<file path="config.mk">
export PLATFORM = sky130hd
export DESIGN_NAME = muldiv_ctrl
export DESIGN_NICKNAME = d
export VERILOG_FILES = /design/src/rtl/muldiv_ctrl.sv
export SDC_FILE = /design/constraint.sdc
export NUM_CORES = 1
export LEC_CHECK = 0
export CORE_MARGIN = 8
export CORE_UTILIZATION = 46
export DETAILED_ROUTE_END_ITERATION = 7
export HOLD_SLACK_MARGIN = 0.02
export PLACE_DENSITY = 0.68
export SYNTH_ARGS = -nofsm -noshare
export SYNTH_HDL_FRONTEND = slang
export SYNTH_SLANG_ARGS = --single-unit
</file>
<file path="constraint.sdc">
create_clock -name clk -period 15.2 [get_ports clk]
set_clock_uncertainty 0.15 [all_clocks]
set_input_delay 2.28 -clock clk [delete_from_list [all_inputs] [get_ports clk]]
set_output_delay 2.28 -clock clk [all_outputs]
set_load 0.05 [all_outputs]
</file>
<file path="src/rtl/muldiv_ctrl.sv">
// Iterative HI/LO multiply/divide unit for a MIPS-style pipeline: one shift-add or
// restoring shift-subtract step per cycle, then a sign-fixup cycle that writes HI/LO.
module muldiv_ctrl #(
    parameter int DW = 32
) (
    input  logic          clk,
    input  logic          reset,
    input  logic          start_i,
    input  logic [1:0]    op_i,
    input  logic [DW-1:0] a_i,
    input  logic [DW-1:0] b_i,
    input  logic          mfhi_i,
    input  logic          mflo_i,
    input  logic          mthi_i,
    input  logic          mtlo_i,
    input  logic [DW-1:0] wdata_i,
    input  logic          abort_i,
    output logic [DW-1:0] rdata_o,
    output logic [DW-1:0] hi_o,
    output logic [DW-1:0] lo_o,
    output logic          busy_o,
    output logic          stall_o
);
    localparam int CW = (DW > 1) ? $clog2(DW) : 1;

    typedef enum logic [1:0] {S_IDLE, S_RUN, S_FIX} state_e;

    state_e          state_q, state_d;
    logic [CW-1:0]   cnt_q, cnt_d;
    logic [DW-1:0]   hi_q, hi_d, lo_q, lo_d;
    logic            is_div_q, is_div_d, sa_q, sa_d, sb_q, sb_d, bz_q, bz_d;
    logic [DW-1:0]   opnd_q, opnd_d, araw_q, araw_d, acc_lo_q, acc_lo_d;
    logic [DW:0]     acc_hi_q, acc_hi_d;

    logic            signed_op, a_neg, b_neg;
    logic [DW-1:0]   a_mag, b_mag;
    logic [DW:0]     mul_sum, div_shift, div_diff;
    logic [2*DW-1:0] prod_mag, prod;
    logic [DW-1:0]   quo, rem;

    assign signed_op = ~op_i[0];
    assign a_neg     = signed_op & a_i[DW-1];
    assign b_neg     = signed_op & b_i[DW-1];
    assign a_mag     = a_neg ? -a_i : a_i;
    assign b_mag     = b_neg ? -b_i : b_i;

    // acc_hi carries one extra bit so the multiply carry-out and divide borrow survive the step.
    assign mul_sum   = acc_hi_q + (acc_lo_q[0] ? {1'b0, opnd_q} : '0);
    assign div_shift = {acc_hi_q[DW-1:0], acc_lo_q[DW-1]};
    assign div_diff  = div_shift - {1'b0, opnd_q};

    assign prod_mag  = {acc_hi_q[DW-1:0], acc_lo_q};
    assign prod      = (sa_q ^ sb_q) ? -prod_mag : prod_mag;
    assign quo       = (sa_q ^ sb_q) ? -acc_lo_q : acc_lo_q;
    assign rem       = sa_q ? -acc_hi_q[DW-1:0] : acc_hi_q[DW-1:0];

    always_comb begin
        // NOTE: every next-state value gets a hold default first so no path infers a latch.
        state_d  = state_q;
        cnt_d    = cnt_q;
        hi_d     = hi_q;
        lo_d     = lo_q;
        is_div_d = is_div_q;
        sa_d     = sa_q;
        sb_d     = sb_q;
        bz_d     = bz_q;
        opnd_d   = opnd_q;
        araw_d   = araw_q;
        acc_hi_d = acc_hi_q;
        acc_lo_d = acc_lo_q;
        unique case (state_q)
            S_IDLE: begin
                if (mthi_i) hi_d = wdata_i;
                if (mtlo_i) lo_d = wdata_i;
                if (start_i && !abort_i) begin
                    state_d  = S_RUN;
                    cnt_d    = '0;
                    is_div_d = op_i[1];
                    sa_d     = a_neg;
                    sb_d     = b_neg;
                    bz_d     = (b_i == '0);
                    araw_d   = a_i;
                    acc_hi_d = '0;
                    acc_lo_d = op_i[1] ? a_mag : b_mag;
                    opnd_d   = op_i[1] ? b_mag : a_mag;
                end
            end
            S_RUN: begin
                if (abort_i) begin
                    state_d = S_IDLE;
                end else begin
                    cnt_d = cnt_q + 1'b1;
                    if (cnt_q == CW'(DW - 1)) state_d = S_FIX;
                    if (!is_div_q) begin
                        {acc_hi_d, acc_lo_d} = {mul_sum, acc_lo_q} >> 1;
                    end else if (!div_diff[DW]) begin
                        acc_hi_d = div_diff;
                        acc_lo_d = {acc_lo_q[DW-2:0], 1'b1};
                    end else begin
                        acc_hi_d = div_shift;
                        acc_lo_d = {acc_lo_q[DW-2:0], 1'b0};
                    end
                end
            end
            S_FIX: begin
                state_d = S_IDLE;
                if (!abort_i) begin
                    if (!is_div_q) begin
                        {hi_d, lo_d} = prod;
                    end else if (bz_q) begin
                        hi_d = araw_q;
                        lo_d = '1;
                    end else begin
                        hi_d = rem;
                        lo_d = quo;
                    end
                end
            end
            default: state_d = S_IDLE;
        endcase
    end

    // NOTE: sequential state uses non-blocking assignments so every register samples pre-edge values.
    always_ff @(posedge clk) begin
        if (reset) begin
            state_q <= S_IDLE;
            cnt_q   <= '0;
            hi_q    <= '0;
            lo_q    <= '0;
        end else begin
            state_q <= state_d;
            cnt_q   <= cnt_d;
            hi_q    <= hi_d;
            lo_q    <= lo_d;
        end
    end

    // NOTE: datapath registers are left unreset; they are always loaded before they are read.
    always_ff @(posedge clk) begin
        is_div_q <= is_div_d;
        sa_q     <= sa_d;
        sb_q     <= sb_d;
        bz_q     <= bz_d;
        opnd_q   <= opnd_d;
        araw_q   <= araw_d;
        acc_hi_q <= acc_hi_d;
        acc_lo_q <= acc_lo_d;
    end

    assign busy_o  = (state_q != S_IDLE);
    assign stall_o = busy_o & (start_i | mfhi_i | mflo_i | mthi_i | mtlo_i);
    assign hi_o    = hi_q;
    assign lo_o    = lo_q;
    assign rdata_o = mfhi_i ? hi_q : lo_q;
endmodule

</file>
==> results.md <==
- Post_cts resized: 0
- Commonest register cell after synthesis: edfxtp_1
- Switching Share: between 30% and 40%
- Crit. End Element: output pin
- Cells after synthesis: ~2000
- Status: finished, final reports clean
- Width of the chip: 209 um
- RSZ-0062 raised after global routing: no
- Worst-Skew Late Latency: approximately 0.55 ns
- Crit-path cells: clkdlybuf4s50_1 -> buf_4 -> mux2_2 -> clkdlybuf4s50_1
- Fill count: ~3300
- Post-DP Area: about 19000 um^2
- Fmax: 150 MHz
- First-pass GRT wire length: ~95000 um
- Pwr Density: 93.4 nW/um^2
- CP Class: input pin to output pin
- Total Routed Length: ~63000 um
- Clock root buffer: clkbuf_16
- Hpwl dp: 47900 um
- Sequential Power Share: a little under two fifths
- Post-DR wirelength/cell: approximately 24 um
- Finished Core Util: between 50% and 60%
- CP max stage cell: clkdlybuf4s50_1
- Register-to-Register Path Depth: 13
- Fin crit period: around 6.7 ns
- Grt met3 use: around 4.1%
- Num ports: just over 200
- Post-DRT Antenna Nets: 0
- Core area: about 37000 um^2
- Critical Path AT: 4.25 ns
- Cts hold-fix bufs: 0
- Initial cell density of the core: a little under half
- M2 GR Usage: between 40% and 50%
- Yosys cell types: between 90 and 100
- Relative slew slack: about 15%
- Final instance area: 20000 um^2
- #FFs+latches synth: ~200
- Via count: 16229
- Initial antenna violation count: 3
- Post-synth top area share: 23.4%
- Via/cell ratio: ~6.2
- # clock sinks: around 200
- Largest stage delay on the critical path: about 0.71 ns
- Cell-internal power: ~1.2 mW
- Largest net degree at the start of global routing: between 70 and 80
- H-Tree Depth: 1
- CP max FO: 33
- Final setup fails: 0
- RePlAce Congestion: ~1.0
- Leakage: roughly 7.5 nW
- Grt ovf: 0
- Hold Vio Cnt, Final: 0
- Placed cell count: 2554
- Seq. cell area: around 5400 um^2
- Gate power share: 31.1%
- VDD IR max: ~0.085 mV
- Fin Hold WS: between 0.3 and 0.4 ns
- TritonRoute pass-1 iters: 6
- Clock Pin Slew Worst Setup and Hold Paths: roughly 0.060 ns
- CP dominant cell by count: clkdlybuf4s50_1
- Fin nets: around 2300
- Total CTS buffers: 25
- Delay-heaviest family, CP: buffers and inverters
- Syn nets: approximately 2200
- Final cell count without fillers: between 2000 and 3000
- GRT Overall Usage: between 20% and 30%
- Num rows: 70
- Syn Area/Cell: 8.57 um^2
- Slew @ Worst Pin: 1.27 ns
- Startpoint types: input pin
- Max Slew Vio Count: 0
- Die Span Y: approximately 210 um
- CP Data Required Time: ~13 ns
- Vias in the first global route: ~15000
- Min-Delay Path Class: flip-flop to flip-flop
- Max-Cap Viols: 0
- Clock share of power: between 30% and 40%
- Hold path cells: 2
- Met1 Use GR: between 30% and 40%
- Ys Warns: 0
- Initial drt markers: 1754
- Synth top area cells: edfxtp_1, dfxtp_1, xnor2_1, a21oi_1, mux2i_1
- DRC violations left: 0
- Buffers on Ports: a little over 200
- Number of enable flip-flop cells after synthesis: 133
- Synth Cell Area: approximately 17000 um^2
- Postcts setup bufs: 0
- Stages on worst setup path: 4
- Period utilization: between 40% and 50%
- Multi-input logic area: ~11000 um^2
- CTS tree: done
- Longest Clk Path Bufs: 3
- TNS Setup: 0 ns
- Layout cells sized above 1: approximately 6.7%
- Async S/R FF share, synth: 0%
- Buf/Inv on CP: 3
- Cell taking the most area after synthesis: edfxtp_1
- Gr busiest metal: met2
- Die footprint: roughly 43000 um^2
- Net switching power figure: 659 uW
- Area Growth Syn to Fin: 17.4%
- Sequential share of the synthesized area: a little under a third
## cell type report
type	instances	area share [%]
repair buffers	224	10.9
diodes	1	0.0125
clock buffers	29	3.20
flip-flops and latches	204	27.1
multi-input cells	1593	53.9
inverters	65	1.22
well taps	468	2.93
clock inverters	15	0.800
## worst reg2reg max path, delay by kind of cell, from the launching register on
family,cells,cell delay [ns]
DFF,1,0.65
muxes,2,0.86
buffers and inverters,1,0.21
adders and majority gates,2,0.69
and+or+nand+nor,2,0.63
AOI/OAI and AO/OA,6,1.35
## synth_stat cells (all sizes together), types with 10 or more instances
cell type  instances
mux2              35
and3              13
or4               14
mux2i            104
nor2b             11
nand4             14
o41ai             13
ha                70
a31oi             13
nand2            183
a21oi            214
nand3             13
o221ai            33
dfxtp             71
and2              10
xor2              78
o21ai            129
o31ai             20
buf               26
nor2             191
or3               10
inv               64
nand2b            30
xnor2            132
a21o              29
nor3              53
o211ai            44
nor4              20
clkbuf           102
edfxtp           133
a211oi            43
## placed cells by master (no fill, tap or decap), types with 13 or more instances in the layout
cell / instances
ha_1: 70
inv_1: 62
a21oi_1: 210
o211ai_1: 43
clkbuf_16: 25
o221ai_1: 33
nand2_1: 182
nand2b_1: 29
mux2_2: 34
xnor2_1: 131
nand4_1: 13
a211oi_1: 41
xor2_1: 77
mux2i_1: 103
buf_4: 21
o21ai_0: 122
and3_1: 13
nor4_1: 15
a21o_1: 29
nor3_1: 50
edfxtp_1: 133
dfxtp_1: 71
clkdlybuf4s50_1: 201
nor2_1: 191
o31ai_1: 18
## final timing paths
kind	start	endpoint	slack, ns
setup / recovery	mfhi_i	rdata_o[23]	8.52
hold / removal	lo_o[3]	lo_o[3]	0.32
setup reg to reg	acc_lo_q[31]	acc_hi_q[26]	10.43
hold reg to reg	lo_o[3]	lo_o[3]	0.32
## power groups by stage
stage               clock network (mW)  registers (mW)  logic (mW)
finish                           0.600           0.688       0.581
global route                     0.625           0.691       0.622
CTS                              0.609           0.686       0.575
detailed placement                   0           0.697       0.572
global placement                     0           0.697       0.564
floorplan                            0           0.712       0.364
## kinds of logic after synthesis
kind of cell,synth area share (%)
muxes,8.51
xor gates and xnor gates,10.8
and+or+nand+nor,16.6
buffers and inverters,5.22
adders and majority gates,5.37
DFF,31.8
AOI/OAI and AO/OA,21.8
## flip-flops by register name (all words and copies together) (netlist names), 2 cells and up
signal    flops
opnd_q       32
hi_o         32
acc_lo_q     32
lo_o         32
state_q       2
araw_q       32
acc_hi_q     33
cnt_q         5
## layer usage
| layer | part of all wire (%) | up-vias |
|---|---|---|
| met5 | 0.036 | - |
| met4 | 4.1 | 4 |
| met3 | 8.5 | 117 |
| met2 | 44 | 807 |
| met1 | 43 | 7792 |
| li1 | - | 7509 |
## stage by stage
step,setup slack (ns),power [mW]
2_1_floorplan,4.61,1.08
3_3_place_gp,8.58,1.26
3_5_place_dp,8.54,1.27
4_1_cts,8.53,1.87
5_1_grt,8.44,1.94
6_report,8.52,1.87
Power figures use the tool's default switching activity.
